File: src/rtl/calc_sequencer.sv
// Control sequencer for the BCD keypad calculator: operand entry, ALU launch/wait, display select.
// Optional CALC_CHAIN_EN: an operator key in SHOW_RES chains the result into operand A.
module calc_sequencer #(
  parameter int NDIGITS = 4,
  parameter int TIMEOUT = 255
) (
  input  logic                   clk,
  input  logic                   reset,
  input  logic                   key_valid,
  input  logic [3:0]             key_code,
  input  logic                   alu_done,
  input  logic                   alu_err,
  input  logic [4*NDIGITS-1:0]   alu_result,
  output logic [4*NDIGITS-1:0]   operand_a,
  output logic [4*NDIGITS-1:0]   operand_b,
  output logic [1:0]             op_sel,
  output logic                   alu_start,
  output logic [4*NDIGITS-1:0]   display,
  output logic                   busy,
  output logic [2:0]             state
);

  localparam int W  = 4 * NDIGITS;
  localparam int CW = $clog2(NDIGITS + 1);
  localparam int TW = $clog2(TIMEOUT + 1);
  localparam logic [CW-1:0] FULL_CNT  = CW'(NDIGITS);
  localparam logic [TW-1:0] TMO_LIMIT = TW'(TIMEOUT);

  typedef enum logic [2:0] {
    ENTER_A  = 3'd0,
    ENTER_B  = 3'd1,
    WAIT_ALU = 3'd2,
    SHOW_RES = 3'd3,
    ERROR    = 3'd4
  } state_t;

  state_t          state_reg, state_next;
  logic [W-1:0]    a_reg, b_reg, result_reg;
  logic [1:0]      op_reg;
  logic [CW-1:0]   cnt_a_reg, cnt_b_reg;
  logic [TW-1:0]   tmo_reg;
  logic            start_reg;

  logic            is_digit, is_op, is_eq, is_clr, launch, a_room, b_room;
  logic [1:0]      key_op;
  logic [W-1:0]    a_shift, b_shift;

  assign is_digit = key_valid && (key_code <= 4'd9);
  assign is_op    = key_valid && (key_code >= 4'hA) && (key_code <= 4'hD);
  assign is_eq    = key_valid && (key_code == 4'hE);
  assign is_clr   = key_valid && (key_code == 4'hF);
  // A..D map to 0..3: low two bits minus 2, modulo 4.
  assign key_op   = key_code[1:0] - 2'd2;
  assign a_shift  = {a_reg[W-5:0], key_code};
  assign b_shift  = {b_reg[W-5:0], key_code};
  assign a_room   = (cnt_a_reg < FULL_CNT);
  assign b_room   = (cnt_b_reg < FULL_CNT);
  assign launch   = (state_reg == ENTER_B) && is_eq && (cnt_b_reg != '0);

  always_ff @(posedge clk) begin
    if (reset) state_reg <= ENTER_A;
    else       state_reg <= state_next;
  end

  always_comb begin
    state_next = state_reg;
    if (is_clr) begin
      state_next = ENTER_A;
    end else begin
      case (state_reg)
        ENTER_A:  if (is_op) state_next = ENTER_B;
        ENTER_B:  if (launch) state_next = WAIT_ALU;
        WAIT_ALU: begin
          // A same-cycle alu_done beats the timeout.
          if (alu_done)                  state_next = alu_err ? ERROR : SHOW_RES;
          else if (tmo_reg == TMO_LIMIT) state_next = ERROR;
        end
        SHOW_RES: begin
          if (is_digit) state_next = ENTER_A;
`ifdef CALC_CHAIN_EN
          if (is_op)    state_next = ENTER_B;
`endif
        end
        ERROR:    state_next = ERROR;
        default:  state_next = ENTER_A;
      endcase
    end
  end

  always_ff @(posedge clk) begin
    if (reset) begin
      a_reg      <= '0;
      b_reg      <= '0;
      result_reg <= '0;
      op_reg     <= 2'b00;
      cnt_a_reg  <= '0;
      cnt_b_reg  <= '0;
      tmo_reg    <= '0;
      start_reg  <= 1'b0;
    end else begin
      start_reg <= launch;
      tmo_reg   <= (state_reg == WAIT_ALU) ? tmo_reg + TW'(1) : '0;
      if (is_clr) begin
        a_reg      <= '0;
        b_reg      <= '0;
        result_reg <= '0;
        op_reg     <= 2'b00;
        cnt_a_reg  <= '0;
        cnt_b_reg  <= '0;
      end else begin
        case (state_reg)
          ENTER_A: begin
            if (is_digit && a_room) begin
              a_reg     <= a_shift;
              cnt_a_reg <= cnt_a_reg + CW'(1);
            end else if (is_op) begin
              op_reg    <= key_op;
              b_reg     <= '0;
              cnt_b_reg <= '0;
            end
          end
          ENTER_B: begin
            if (is_digit && b_room) begin
              b_reg     <= b_shift;
              cnt_b_reg <= cnt_b_reg + CW'(1);
            end else if (is_op && (cnt_b_reg == '0)) begin
              op_reg <= key_op;
            end
          end
          WAIT_ALU: if (alu_done && !alu_err) result_reg <= alu_result;
          SHOW_RES: begin
            if (is_digit) begin
              a_reg     <= W'(key_code);
              cnt_a_reg <= CW'(1);
              b_reg     <= '0;
              cnt_b_reg <= '0;
            end
`ifdef CALC_CHAIN_EN
            if (is_op) begin
              a_reg     <= result_reg;
              cnt_a_reg <= FULL_CNT;
              op_reg    <= key_op;
              b_reg     <= '0;
              cnt_b_reg <= '0;
            end
`endif
          end
          default: ;
        endcase
      end
    end
  end

  always_comb begin
    display = a_reg;
    case (state_reg)
      ENTER_A:           display = a_reg;
      ENTER_B, WAIT_ALU: display = b_reg;
      SHOW_RES:          display = result_reg;
      ERROR:             display = {NDIGITS{4'hE}};
      default:           display = a_reg;
    endcase
    busy = (state_reg == WAIT_ALU);
  end

  assign operand_a = a_reg;
  assign operand_b = b_reg;
  assign op_sel    = op_reg;
  assign alu_start = start_reg;
  assign state     = state_reg;

endmodule

File: config.mk
export PLATFORM = sky130hd
export DESIGN_NAME = calc_sequencer
export DESIGN_NICKNAME = d
export VERILOG_FILES = /design/src/rtl/calc_sequencer.sv
export SDC_FILE = /design/constraint.sdc
export NUM_CORES = 1
export LEC_CHECK = 0
export BUFFER_PORTS_ARGS = -buffer_cell sky130_fd_sc_hd__buf_2
export CORE_UTILIZATION = 58
export CTS_CLUSTER_DIAMETER = 50
export DETAILED_ROUTE_END_ITERATION = 10
export MAX_ROUTING_LAYER = met4
export PLACE_DENSITY = 0.85
export SETUP_SLACK_MARGIN = 0.5
export SYNTH_ARGS = -nofsm -noshare
export SYNTH_HDL_FRONTEND = slang
export SYNTH_SLANG_ARGS = --single-unit
File: constraint.sdc
create_clock -name clk -period 3.19 [get_ports clk]
set_input_delay 0.4785 -clock clk [delete_from_list [all_inputs] [get_ports clk]]
set_output_delay 0.4785 -clock clk [all_outputs]
set_load 0.02 [all_outputs]
==> impl_metrics.ini, run 1 <==
[route]
post_drt_wl_per_cell_um = 16.9
vias = 3389
first_pass_iters = 5
postRouteAntennaNets = 0
vias_per_cell = 6.18
drc = 0
routed_wl_mm = 9.25
drt_iter0_drc = 341

[yosys]
yosys.area.top_type = dfxtp_1
async_flop_share_pct = 0
yosys-top-cells-count = 68 x dfxtp_1, 50 x o211ai_1, 47 x nand2_1
synth_top_area_share_pct = 38.1
avgSynthCellArea_um2 = 8.66
ys_ff_latch = 68
ys_top_cells_by_area = dfxtp_1 38%, o211ai_1 11%, a22oi_1 5.0%
ys_seq_area_share_pct = 38.1
synth_warnings = 0
syn_nets = 441
yosys.cell_count.top_type = dfxtp_1
ys_types = 53
syn_area_um2 = 3570
postSynthCellCount = 412
synthFlopType = dfxtp_1
synth_edf_count = 0

[finish]
multi_input_area_um2 = 1950
drive_gt1_share_pct = 26.6
instances_no_fill = 548
fillers = 488
final_nets = 498
syn2layout_area_growth_pct = 14.0
seq_area_um2 = 1360
final_util_pct = 68.7
diodes = 0
final_cell_area_um2 = 4070

[floorplan]
row_count = 28
io_pins = 80
die_w_um = 80.4
core_um2 = 5920
die_y_um = 80.4
design.die.area_um2 = 6470
start_util_pct = 60.3

[timing]
whs_ps = 335
hold_viol = 0
maxSlewHeadroom_pct = 41.2
finalSetupTns_ps = 0
setup_viol = 0
worst_pin_slew_ps = 876
slew_violations = 0
fin_skew_ps = 6.78
rsz0062_at_grt = false
period_minus_slack_ps = 2460
min_period_over_period_pct = 77.1
max_freq_ghz = 0.406

[worst_setup_path]
r2r_slack_ps = 1100
cp-endpoint = display[15]
cp_max_fo = 45
critPathLaunch = state[2]
regToRegStartpoint = state[1]
arrival_ps = 1980
rr_worst_depth = 4
critPathCaptureType = primary output
startpoint_type = flop
worstPathRequired_ps = 2710
r2r-end = cnt_a_reg[2]
crit_type = flop to primary output

[clocking]
clock_latency_ps = 340
cts-buffers-inserted = 9
htreeDepth = 3
clock_path_buffers = 2
cts_tree = yes
cts.sinks = 68
clkSlewWorstSetupHoldPaths_ps = 70
root_buffer = clkbuf_8

[placement]
io_buffer_count = 79
dpl_cell_area_um2 = 3890
dp_hpwl_mm = 6.39
dp.cells = 533
gp_congestion = 0.876

[grt]
antenna_found_initial = 0
grt_pass1_vias = 2961
grt_max_degree = 46
grt_pass1_wl_mm = 14.4
grt-ovfl-total = 0
track_usage_pct = 30.2

[outcome]
outcome = completed

[min_path]
hp-class = input pin to flop

[run]
max-cap-violations = 0

[power]
p_per_area_nw_per_um2 = 427
p_leak_uw = 0.00157
vdd_drop_max_v = 0.000260
## worst max-delay path, stage by stage (launching register included)
cell	delay (ps)
dfxtp_1	340
buf_4	350
inv_1	200
buf_4	270
o21ai_0	170
nand3_1	130
buf_2	180
## layer usage
metal / GRT usage [%] / wire (um) / vias to the layer above
li1: - / - / 1621
met1: 40.2 / 4240 / 1619
met2: 44.6 / 4220 / 128
met3: 4.43 / 569 / 21
met4: 14.8 / 218 / 0
met5: - / 0 / -
## worst min-delay path by stage
| stage | slack (ps) | cells past startpoint | to | start |
|---|---|---|---|---|
| after floorplan | 430 | 1 | tmo_reg[0] | tmo_reg[0] |
| after global placement | 440 | 1 | tmo_reg[0] | tmo_reg[0] |
| after detailed placement | 450 | 2 | result_reg[4] | result_reg[4] |
| after CTS | 320 | 2 | alu_start | reset |
| after global routing | 340 | 2 | alu_start | reset |
| final | 330 | 2 | alu_start | reset |
## cells in the final DEF (no fill, tap or decap), drive strengths merged, types with 2 or more instances in the layout
master    n
a2111oi   2
a211oi   18
a21oi    24
a22oi    24
and2      4
and3      5
and4b     2
buf      85
clkbuf   13
clkinv    2
dfxtp    68
ha        4
inv      11
mux2i     8
nand2    47
nand2b    2
nand3     5
nand4     2
nor2     34
nor3      3
nor4      2
o211ai   50
o21a      2
o21ai    24
o22ai     3
or2       3
xnor2     4
xor2      6
## cell type report
| class | count | share of cell area [%] |
|---|---|---|
| Clock inverter | 2 | 0.246 |
| Inverter | 11 | 1.02 |
| Timing Repair Buffer | 85 | 11.1 |
| Sequential cell | 68 | 33.5 |
| Clock buffer | 13 | 3.91 |
| Tap cell | 75 | 2.31 |
| Multi-Input combinational cell | 294 | 47.8 |
## report_power, final
part,switching [uW],internal [uW]
logic,149,76.2
registers,19.5,863
clock network,311,319
total,480,1260
## kinds of logic after synthesis
| kind of cell | count (synthesis) | synth area share [%] |
|---|---|---|
| simple gates | 116 | 15.8 |
| fa+ha+maj | 4 | 1.40 |
| mux | 9 | 2.56 |
| flops | 68 | 38.1 |
| compound gates | 155 | 32.1 |
| buf+inv | 50 | 7.47 |
| xor+xnor | 10 | 2.45 |
## repair_timing
action                     CTS  global route
setup endpoints to repair   11             2
buffers inserted             0             0
resized for setup            2             2
hold buffers                 0             0
## metrics by stage
stage | setup WS [ps] | total power [uW]
2_1_floorplan | 974 | 1060
3_3_place_gp | 868 | 1120
3_5_place_dp | 824 | 1120
4_1_cts | 632 | 1740
5_1_grt | 588 | 1800
6_report | 730 | 1740
No activity file was read; power rests on OpenSTA's default activity.
==> run 2: changes to the inputs <==
--- a/config.mk
+++ b/config.mk
@@ -6,11 +6,11 @@
 export NUM_CORES = 1
 export LEC_CHECK = 0
 export BUFFER_PORTS_ARGS = -buffer_cell sky130_fd_sc_hd__buf_2
-export CORE_UTILIZATION = 58
+export CORE_UTILIZATION = 54
 export CTS_CLUSTER_DIAMETER = 50
 export DETAILED_ROUTE_END_ITERATION = 10
 export MAX_ROUTING_LAYER = met4
-export PLACE_DENSITY = 0.85
+export PLACE_DENSITY = 0.8
 export SETUP_SLACK_MARGIN = 0.5
 export SYNTH_ARGS = -nofsm -noshare
 export SYNTH_HDL_FRONTEND = slang
==> constraint.sdc (replaced) <==
create_clock -name clk -period 2.3 [get_ports clk]
set_input_delay 0.345 -clock clk [delete_from_list [all_inputs] [get_ports clk]]
set_output_delay 0.345 -clock clk [all_outputs]
set_load 0.02 [all_outputs]
==> impl_metrics.ini, run 2 (synthesized netlist as in run 1, its figures left out) <==
[worst_setup_path]
crit_slowest_cell = dfxtp_4
r2r_slack_ps = 300
arrival_ps = 1690
cp_max_fo = 6
crit_type = flop to primary output
critPathCaptureType = primary output
path_buf_inv = 2
cpPeakStageDelay_ps = 390
rr_worst_depth = 9
r2r-end = operand_b[5]
cpLargestDelayFamily = compound AO/OA/AOI/OAI gates
regToRegStartpoint = state[0]
worstPathRequired_ps = 1960
startpoint_type = flop
crit_path_cell_trace = buf_4 > and2_4 > a22oi_1 > o211ai_1 > buf_2

[timing]
slew_violations = 0
maxSlewHeadroom_pct = 55.3
rsz0062_at_grt = true
max_freq_ghz = 0.491
fin_skew_ps = 11.0
min_period_over_period_pct = 88.6
worst_pin_slew_ps = 669
hold_viol = 0
period_minus_slack_ps = 2040
setup_viol = 0
finalSetupTns_ps = 0

[power]
internal_power_uw = 1900
seqPwrFrac_pct = 45.4
power_frac_clock_pct = 36.3
p_per_area_nw_per_um2 = 534
p_leak_uw = 0.00202
combPwrFrac_pct = 18.3
p_switching_uw = 790
vdd_drop_max_v = 0.000386
p_sw_share_pct = 29.4

[grt]
grtUsageMet1_pct = 44.5
grt-ovfl-total = 0
grt_max_degree = 39
grtUsageMet2_pct = 55.6
track_usage_pct = 35.7
grt_busiest_layer = met2
met3_usage_pct = 5.37
grt_pass1_wl_mm = 19.1
antenna_found_initial = 0
grt_pass1_vias = 3737

[route]
drc = 0
drt_iter0_drc = 679
routed_wl_mm = 14.5
postRouteAntennaNets = 0
first_pass_iters = 6
vias = 4295
post_drt_wl_per_cell_um = 23.8
vias_per_cell = 7.09

[min_path]
holdPathEnd = alu_start
hp-class = input pin to flop
whs_path_depth = 2
hp-start = reset

[finish]
seq_area_um2 = 1370
diodes = 0
layout_commonest_cell = buf_2
layout_common_cells = 66 x buf_2, 65 x dfxtp_1, 50 x o211ai_1, 47 x buf_4, 36 x nand2_1
instances_no_fill = 606
multi_input_area_um2 = 2270
drive_gt1_share_pct = 44.8
final_nets = 554
syn2layout_area_growth_pct = 41.0
fillers = 327

[floorplan]
row_count = 29
start_util_pct = 56.2
die_y_um = 83.3
design.die.area_um2 = 6940
die_w_um = 83.3
core_um2 = 6350
io_pins = 80

[clocking]
clock_path_buffers = 2
clkSlewWorstSetupHoldPaths_ps = 80
htreeDepth = 3
hold_buffers = 0
cts-buffers-inserted = 9
cts_tree = yes
root_buffer = clkbuf_8
cts.sinks = 68
clock_latency_ps = 360

[outcome]
outcome = completed

[placement]
io_buffer_count = 79
dp_hpwl_mm = 6.61
gp_congestion = 0.875
dp.cells = 543

[run]
max-cap-violations = 0
## run 2: cell types whose count changed in the layout (fill, tap and decap cells not counted), sizes merged
cell,previous run,this run
clkinv,2,1
inv,11,9
clkinvlp,0,2
clkbuf,13,15
and2,4,5
buf,85,139
## run 2: routing by layer
metal | vias up | part of all wire, %
met1 | 1994 | 36
met5 | - | 0
met3 | 144 | 12
met2 | 424 | 45
li1 | 1733 | -
met4 | 0 | 7.3
## run 2: timing repair
action | 4_1_cts | 5_1_grt
setup endpoints to repair | 56 | 79
buffers inserted | 31 | 9
cloned | 6 | 2
pin swaps | 18 | 24
gates resized for setup | 79 | 54
## run 2: stage by stage
stage                     util, %  hold slack (ps)  area (um2)  total power, uW  worst slack, ps
after floorplan                 -              421        3590             1470              504
after global placement       62.1              441        3950             1560              414
after detailed placement     62.1              447        3950             1560              338
after CTS                    74.2              197        4710             2560              389
after global routing         79.3              230        5030             2730              220
final                        79.3              213        5030             2690              262
## run 2: layout make-up
class | instances | share of cell area, %
clock buffers | 14 | 3.63
clock inverters | 1 | 0.0995
inverters | 11 | 0.970
multi-input cells | 295 | 45.2
flip-flops and latches | 68 | 27.3
well taps | 77 | 1.91
repair buffers | 140 | 20.9
## run 2: worst max-delay path by stage
stage,startpoint,to,slack (ps),cells after the start
5_1_grt,state[0],display[13],220,5
2_1_floorplan,state[1],display[10],500,6
6_report,state[0],display[13],260,5
4_1_cts,state[0],display[12],390,5
3_5_place_dp,state[0],operand_b[9],340,4
3_3_place_gp,state[0],cnt_b_reg[1],410,4
## run 2: power groups by stage
stage	Sequential, uW	Clock (uW)	Combinational (uW)
2_1_floorplan	1250	0	213
6_report	1220	974	491
5_1_grt	1220	1000	507
3_5_place_dp	1250	0	315
4_1_cts	1220	933	411
3_3_place_gp	1250	0	309
